<file path="src/rtl/can_bit_timing_fsm.sv">
// CAN bit-timing generator: divides clk into time quanta, sequences SYNC/PROP/PH1/PH2
// and issues sample/transmit strobes with hard sync and SJW-limited resynchronisation.
module can_bit_timing_fsm #(
    parameter int PRESCALE = 4,
    parameter int SJW      = 1
) (
    input  logic       clk,
    input  logic       rst,
    input  logic       en,
    input  logic [7:0] sync_seg,
    input  logic [7:0] prop_seg,
    input  logic [7:0] phase_seg1,
    input  logic [7:0] phase_seg2,
    input  logic       rx,
    input  logic       hard_sync_en,
    output logic       tq_tick,
    output logic       sample_pt,
    output logic       sampled_bit,
    output logic       tx_pt,
    output logic [1:0] seg_state
);

    localparam int            PW   = (PRESCALE > 1) ? $clog2(PRESCALE) : 1;
    localparam logic [PW-1:0] PMAX = PW'(PRESCALE - 1);
    localparam logic [8:0]    SJW9 = 9'(SJW);

    typedef enum logic [1:0] {
        SYNC = 2'd0,
        PROP = 2'd1,
        PH1  = 2'd2,
        PH2  = 2'd3
    } seg_t;

    seg_t          state_q, state_d;
    logic [PW-1:0] presc_q, presc_d;
    logic [8:0]    cnt_q, cnt_d;
    logic          rx_q;
    logic          resync_done_q, resync_done_d;
    logic          sampled_q, sampled_d;

    logic [8:0]    sync_len_q, prop_len_q, ph1_len_q, ph2_len_q;
    logic [8:0]    sync_len, prop_len, ph1_len, ph2_len;
    logic [8:0]    ph1_len_d, ph2_len_d;
    logic [8:0]    cur_len;

    logic          load, tick, edge_ev, hard_ev, resync_ev, seg_end;

    function automatic logic [8:0] len_of(input logic [7:0] v);
        return (v == 8'd0) ? 9'd1 : {1'b0, v};
    endfunction

    function automatic logic [8:0] sat_add9(input logic [8:0] a, input logic [8:0] b);
        logic [9:0] s;
        s = {1'b0, a} + {1'b0, b};
        return s[9] ? 9'h1FF : s[8:0];
    endfunction

    function automatic logic [8:0] floor_sub9(input logic [8:0] a, input logic [8:0] b);
        return (a > b) ? (a - b) : 9'd0;
    endfunction

    function automatic logic [8:0] min9(input logic [8:0] a, input logic [8:0] b);
        return (a < b) ? a : b;
    endfunction

    function automatic logic [8:0] max9(input logic [8:0] a, input logic [8:0] b);
        return (a > b) ? a : b;
    endfunction

    // The first cycle in SYNC (after reset, en, hard sync or a normal bit end)
    // takes fresh lengths straight from the inputs so even PRESCALE=1 sees them.
    always_comb begin
        load     = (state_q == SYNC) && (cnt_q == 9'd0) && (presc_q == '0);
        sync_len = load ? len_of(sync_seg)   : sync_len_q;
        prop_len = load ? len_of(prop_seg)   : prop_len_q;
        ph1_len  = load ? len_of(phase_seg1) : ph1_len_q;
        ph2_len  = load ? len_of(phase_seg2) : ph2_len_q;
    end

    always_comb begin
        tick      = en && !rst && (presc_q == PMAX);
        edge_ev   = en && !rx && rx_q;
        hard_ev   = edge_ev && hard_sync_en;
        resync_ev = edge_ev && !hard_sync_en && !resync_done_q;
        case (state_q)
            SYNC:    cur_len = sync_len;
            PROP:    cur_len = prop_len;
            PH1:     cur_len = ph1_len;
            default: cur_len = ph2_len;
        endcase
        // >= rather than == so a PH2 shortened below the running count still ends
        seg_end = tick && (cnt_q >= cur_len - 9'd1);
    end

    always_comb begin
        state_d       = state_q;
        cnt_d         = cnt_q;
        presc_d       = tick ? '0 : presc_q + PW'(1);
        resync_done_d = resync_done_q;
        sampled_d     = sampled_q;
        ph1_len_d     = ph1_len;
        ph2_len_d     = ph2_len;
        sample_pt     = 1'b0;
        tx_pt         = 1'b0;

        if (hard_ev) begin
            state_d       = SYNC;
            cnt_d         = 9'd0;
            presc_d       = '0;
            resync_done_d = 1'b0;
        end else begin
            if (resync_ev) begin
                resync_done_d = 1'b1;
                case (state_q)
                    PROP:    ph1_len_d = sat_add9(ph1_len, min9(cnt_q, SJW9));
                    PH1:     ph1_len_d = sat_add9(ph1_len, min9(sat_add9(prop_len, cnt_q), SJW9));
                    PH2:     ph2_len_d = max9(cnt_q + 9'd1, floor_sub9(ph2_len, SJW9));
                    default: ;
                endcase
            end
            if (seg_end) begin
                cnt_d = 9'd0;
                case (state_q)
                    SYNC: state_d = PROP;
                    PROP: state_d = PH1;
                    PH1: begin
                        state_d   = PH2;
                        sample_pt = 1'b1;
                        sampled_d = rx;
                    end
                    default: begin
                        state_d       = SYNC;
                        tx_pt         = 1'b1;
                        resync_done_d = 1'b0;
                    end
                endcase
            end else if (tick) begin
                cnt_d = cnt_q + 9'd1;
            end
        end
    end

    always_ff @(posedge clk or posedge rst) begin
        if (rst) begin
            state_q       <= SYNC;
            presc_q       <= '0;
            cnt_q         <= 9'd0;
            rx_q          <= 1'b1;
            resync_done_q <= 1'b0;
            sampled_q     <= 1'b1;
        end else if (!en) begin
            state_q       <= SYNC;
            presc_q       <= '0;
            cnt_q         <= 9'd0;
            rx_q          <= 1'b1;
            resync_done_q <= 1'b0;
            sampled_q     <= 1'b1;
        end else begin
            state_q       <= state_d;
            presc_q       <= presc_d;
            cnt_q         <= cnt_d;
            rx_q          <= rx;
            resync_done_q <= resync_done_d;
            sampled_q     <= sampled_d;
        end
    end

    // Segment lengths are plain data: reloaded every bit, so no reset needed
    always_ff @(posedge clk) begin
        sync_len_q <= sync_len;
        prop_len_q <= prop_len;
        ph1_len_q  <= ph1_len_d;
        ph2_len_q  <= ph2_len_d;
    end

    assign tq_tick     = tick;
    assign sampled_bit = sampled_q;
    assign seg_state   = state_q;

endmodule
</file>
<file path="config.mk">
export PLATFORM = sky130hd
export DESIGN_NAME = can_bit_timing_fsm
export DESIGN_NICKNAME = d
export VERILOG_FILES = /design/src/rtl/can_bit_timing_fsm.sv
export SDC_FILE = /design/constraint.sdc
export NUM_CORES = 1
export LEC_CHECK = 0
export ABC_AREA = 1
export CAP_MARGIN = 25
export CORE_MARGIN = 3
export CORE_UTILIZATION = 40
export DETAILED_ROUTE_END_ITERATION = 8
export PLACE_DENSITY = 0.62
export SKIP_CTS_REPAIR_TIMING = 1
export SLEW_MARGIN = 30
export SYNTH_ARGS = -nofsm -noshare
export SYNTH_HDL_FRONTEND = slang
export SYNTH_SLANG_ARGS = --single-unit
</file>
<file path="constraint.sdc">
create_clock -name clk -period 14 [get_ports clk]
set_input_delay 4.2 -clock clk [delete_from_list [all_inputs] [get_ports clk]]
set_output_delay 4.2 -clock clk [all_outputs]
set_load 0.02 [all_outputs]
</file>
== Word-level counts from Yosys, hierarchy flattened ==
Cells that the tools add are included.

* Register bits after elaboration: 52
* Bits of input ports: 37
* Output and inout port bits: 6
* Word-level logic and storage cells: 103

* Add/subtract/negate cells: 7
* Order comparisons: 5
* Equal/unequal tests: 9
* Muxes and demuxes: 49
* Reduce and logical (&&, ||, !) cells: 23

{| class="wikitable"
|+ Operators by type and width
! cell !! number
|-
| two-way mux 9 bit || 20
|-
| logical NOT 8 bit || 4
|-
| two-way mux 8 bit || 4
|-
| adder 9 x 9 -> 10 bit || 3
|-
| case mux 9 bit (3 select lines) || 1
|-
| < comparator 9 x 1 -> 1 bit, second input constant || 2
|-
| case mux 9 bit (2 select lines) || 1
|-
| subtractor 9 x 1 -> 9 bit, second input constant || 2
|-
| two-way mux 1 bit || 16
|-
| two-way mux 2 bit || 6
|-
| logical AND 1 bit || 10
|-
| adder 9 x 1 -> 9 bit, second input constant || 1
|-
| greater-or-equal comparator 9 bit || 1
|-
| greater-than comparator 9 x 1 -> 1 bit, second input constant || 1
|-
| greater-than comparator 9 bit || 1
|-
| logical NOT 9 bit || 1
|-
| == test 2 bit, second input constant || 3
|-
| case mux 2 bit (3 select lines) || 1
|-
| logical NOT 1 bit || 4
|-
| logical NOT 2 bit || 2
|-
| != test 2 x 1 -> 1 bit, second input constant || 2
|-
| != test 4 x 1 -> 1 bit, second input constant || 1
|-
| != test 3 x 1 -> 1 bit, second input constant || 1
|-
| AND reduction 3 bit || 1
|-
| other kinds (4) || 4
|}

== Logic depth before layout (Yosys ltp) ==
Gate-level depths: netlist of run 1.

* Depth after elaboration: 13
* Mapped depth: 33
* Mapped depth without buffers: 32

== Least setup slack after synthesis of run 1 ==
OpenSTA, ideal clock, no wires.

* Kind: input -> output
* From: input phase_seg2[1]
* To: output tx_pt
* Data arrival time: 6.684 ns
* Data required time: 9.800 ns
* Setup slack: 3.116 ns
* Stages: 22
* Path buffers: 0
* Cells stage by stage: nor2_1 > nand3_1 > nor2_1 > nor2_1 > a21oi_2 > nor2_1 > nor2_2 > inv_1 > ha_1 > inv_1 > nor2_2 > nand3b_1 > nand2_1 > ha_1 > nand2_1 > nor2_1 > nand2_1 > o2111ai_1 > nand2_1 > inv_1 > nand2_1 > nor2_1

* Longest elaborated chain between the ends: 9

{| class="wikitable"
|+ RTL lines
! what !! line !! RTL
|-
| from (decl) || 13 || <nowiki>input logic [7:0] phase_seg2,</nowiki>
|-
| logical NOT 8 bit || 49 || <nowiki>return (v == 8'd0) ? 9'd1 : {1'b0, v};</nowiki>
|-
| two-way mux 8 bit (*) || 49 ||
|-
| two-way mux 9 bit (*) || 77 || <nowiki>ph2_len = load ? len_of(phase_seg2) : ph2_len_q;</nowiki>
|-
| case mux 9 bit (3 select lines) (*) || 85 || <nowiki>case (state_q)</nowiki>
|-
| subtractor 9 x 1 -> 9 bit (*) || 92 || <nowiki>seg_end = tick && (cnt_q >= cur_len - 9'd1);</nowiki>
|-
| greater-or-equal comparator 9 bit (*) || 92 ||
|-
| logical AND 1 bit (*) || 92 ||
|-
| two-way mux 1 bit (*) || 121 || <nowiki>if (seg_end) begin</nowiki>
|-
| two-way mux 1 bit (*) || 106 || <nowiki>if (hard_ev) begin</nowiki>
|-
| to (decl) || 19 || <nowiki>output logic tx_pt,</nowiki>
|}

Mark *: on every way between the ends. The rest lies on a longest branch, timed or not.

== Final worst setup path of run 1 ==
* From: input phase_seg1[1]
* To: output tx_pt

* Longest elaborated chain between the ends: 9

{| class="wikitable"
|+ RTL lines
! what !! line !! RTL
|-
| from (decl) || 12 || <nowiki>input logic [7:0] phase_seg1,</nowiki>
|-
| logical NOT 8 bit || 49 ||
|-
| two-way mux 8 bit (*) || 49 ||
|-
| two-way mux 9 bit (*) || 76 || <nowiki>ph1_len = load ? len_of(phase_seg1) : ph1_len_q;</nowiki>
|-
| case mux 9 bit (3 select lines) (*) || 85 ||
|-
| subtractor 9 x 1 -> 9 bit (*) || 92 ||
|-
| greater-or-equal comparator 9 bit (*) || 92 ||
|-
| logical AND 1 bit (*) || 92 ||
|-
| two-way mux 1 bit (*) || 121 ||
|-
| two-way mux 1 bit (*) || 106 ||
|}

Marks and branches as above.

==> results of run 1 <==
-- stage by stage --
stage / std cells / utilization [%] / worst slack [ns] / cell area [um2]
3_5_place_dp: 1050 / 46.0 / 1.88 / 5880
6_report: 1058 / 47.1 / 1.84 / 6010
3_3_place_gp: 1050 / 46.0 / 1.93 / 5880
2_1_floorplan: 853 / - / 3.12 / 5350
5_1_grt: 1058 / 47.1 / 1.34 / 6010
4_1_cts: 1058 / 47.1 / 1.86 / 6010
-- routing by layer --
metal	global-route usage (%)	vias up	share of wire [%]	wire length, um
li1	-	2758	-	-
met1	26.4	2315	48	6810
met2	33.1	101	47	6670
met3	3.59	15	3.8	548
met4	6.59	0	1.8	262
met5	0	-	0	0
-- cell type report --
| type | count | area, um2 | share of cell area (%) |
|---|---|---|---|
| clock buffer | 7 | 133 | 2.21 |
| clock inverter | 1 | 5.00 | 0.0832 |
| inverter | 117 | 439 | 7.30 |
| multi-input combinational | 667 | 3680 | 61.2 |
| sequential | 52 | 1120 | 18.7 |
| tap | 172 | 215 | 3.58 |
| timing repair buffer | 42 | 420 | 6.99 |
-- sequential cells by signal, indices dropped and copies added, names as in the netlist --
register       cells
sync_len_q         9
resync_done_q      1
cnt_q              9
prop_len_q         9
presc_q            2
seg_state          2
ph2_len_q          9
ph1_len_q          9
rx_q               1
sampled_bit        1
-- report_power, final --
part           internal (uW)  switching [uW]
logic                    101             174
clock network           66.4            58.9
registers                170            6.06
-- how the worst max path moves through the flow --
stage	slack [ns]	cells after the start	to
CTS	1.86	25	tx_pt
detailed placement	1.88	25	tx_pt
floorplan	3.12	22	tx_pt
global route	1.34	27	tx_pt
global placement	1.93	25	tx_pt
finish	1.84	25	tx_pt
-- placed cells by master (no fill, tap or decap), types with 7 or more instances in the layout --
cell type and instances:
nand2_1 263, inv_1 114, nor2_1 75, ha_1 57, nand3_1 52, clkdlybuf4s50_1 42, dfxtp_1 36, o21ai_0 35
a21oi_1 33, nand4_1 22, xor2_1 21, conb_1 18, dfrtp_1 14, and2_1 9, nor3_1 8, o22ai_1 8
nor2_4 7, nand3b_1 7
-- kinds of logic after synthesis --
logic type | share of synthesized area, %
buf+inv | 10.3
other cells | 0.142
fa+ha+maj | 14.6
xor+xnor | 4.31
compound gates | 11.2
simple gates | 38.1
flops | 21.3
-- critical path, delay by kind of cell --
| family | cells | cell delay [ns] |
|---|---|---|
| buf+inv | 5 | 1.40 |
| simple gates | 17 | 1.65 |
| fa+ha+maj | 2 | 0.55 |
| compound gates | 1 | 0.17 |
==> summary.md, run 1 <==
| Metric | Value |
|---|---|
| Fmax | 82.2 MHz |
| DRT iter0 DRCs | 313 |
| Yosys reg bits | 52 |
| Clock-pin slew of the registers on the worst-case setup and hold paths | 0.07 ns |
| Setup crit start | phase_seg1[1] |
| Critical Path AT | 7.96 ns |
| Drt pass-1 iters | 5 |
| Reg2Reg Setup Slack | 8.37 ns |
| Final Critical Period | 12.16 ns |
| Final hold viol count | 0 |
| Synth Area per Inst | 6.32 um2 |
| Crit share post-route | 86.9% |
| Hold depth | 2 |
| IO buf count | 42 |
| Ant. Diodes | 0 |
| Crit-path most repeated cell | nand2_1 |
| Post-Syn Area | 5290 um2 |
| Pin count of the biggest net entering global routing | 38 |
| Part of the Yosys area used for sequential elements | 21.3% |
| CP required | 9.80 ns |
| Worst Tran Pin Value | 0.873 ns |
| Wire per inst | 13.5 um |
| Synth cell count leaders | 263 x nand2_1, 114 x inv_1, 75 x nor2_1 |
| Cell variety after synth | 45 |
| Post-Route Setup TNS | 0 ns |
| Hold Path End | sync_len_q[8] |
| Slew Limit Fails | 0 |
| Worst vdd ir | 0.0000505 V |
| GRT Total Usage | 20.0% |
| Synth area leader | nand2_1 |
| Max Buffers Root-to-Sink | 2 |
| Share of layout cells above drive strength 1 | 4.40% |
| Slowest CP cell | clkdlybuf4s50_1 |
| Prevailing post-synth register cell | dfxtp_1 |
| Max-slew headroom | 41.7% |
| Die W | 121 um |
| Final wirelength | 14300 um |
| Clock sinks | 52 |
| Nets | 982 |
| Final hold slack | 0.432 ns |
| Path depth of the worst reg2reg path | 29 |
| Grt total ovfl | 0 |
| Core area | 12800 um2 |
| Synth warn | 0 |
| Post-DP HPWL | 11300 um |
| Hold Crit Start | sync_len_q[8] |
| CP endpoint kind | output port |
| Starting density of the core | 41.4% |
| Final setup vio count | 0 |
| Vias post-DR | 5189 |
| Hold WC Path Type | reg2reg |
| Routed Antenna Nets | 0 |
| Antenna violations before repair | 0 |
| CTS tree | built |
| Most common cell in the netlist | nand2_1 |
| Most area-consuming cells after synthesis | nand2_1 19%, dfxtp_1 14%, ha_1 13% |
| Async SR Flop Fraction | 30.8% |
| Top Ports | 43 |
| Type of element launching the critical path | input pin |
| Synth top area share | 18.7% |
| Critical path fanouts, max | 4 |
| Post-synth EDFFs | 0 |
| Static Leakage | 0.00322 uW |
| Clock root buffer | clkbuf_16 |
| Global-route wire length before repair | 23200 um |
| DRC | 0 |
| Area growth, synth to finish | 13.8% |
| GPL Wtd Cong | 0.941 |
| Setup CP Type | in2out |
| Reg-to-Reg End | ph1_len_q[6] |
| Fillers | 1352 |
| Die Area | 14600 um2 |
| Final clock skew | 0.00695 ns |
| P per Cell Area | 95.9 nW/um2 |
| Vias in the first global route | 4794 |
| TritonCTS Buffers | 5 |
| Crit Reg-Reg Startpoint | seg_state[1] |
| Row count | 41 |
| H-tree Lvls | 2 |
| RSZ-0062 raised after global routing | false |
| CP peak stage delay | 0.61 ns |
| Status | finished, final reports clean |
| Die Height | 121 um |
| Vias per cell | 4.90 |
| Syn Inst Count | 837 |
| Max Cap Viol | 0 |
| Overall power | 577 uW |
| Worst skew pair latency | 0.31 ns |
(Power assumes the default switching activity.)
==> run 2, diff against run 1 <==
ABC_CLOCK_PERIOD_IN_PS = 14000   (was unset)
==> results of run 2 <==
The final DEF is identical to that of run 1; final timing and power are the same.
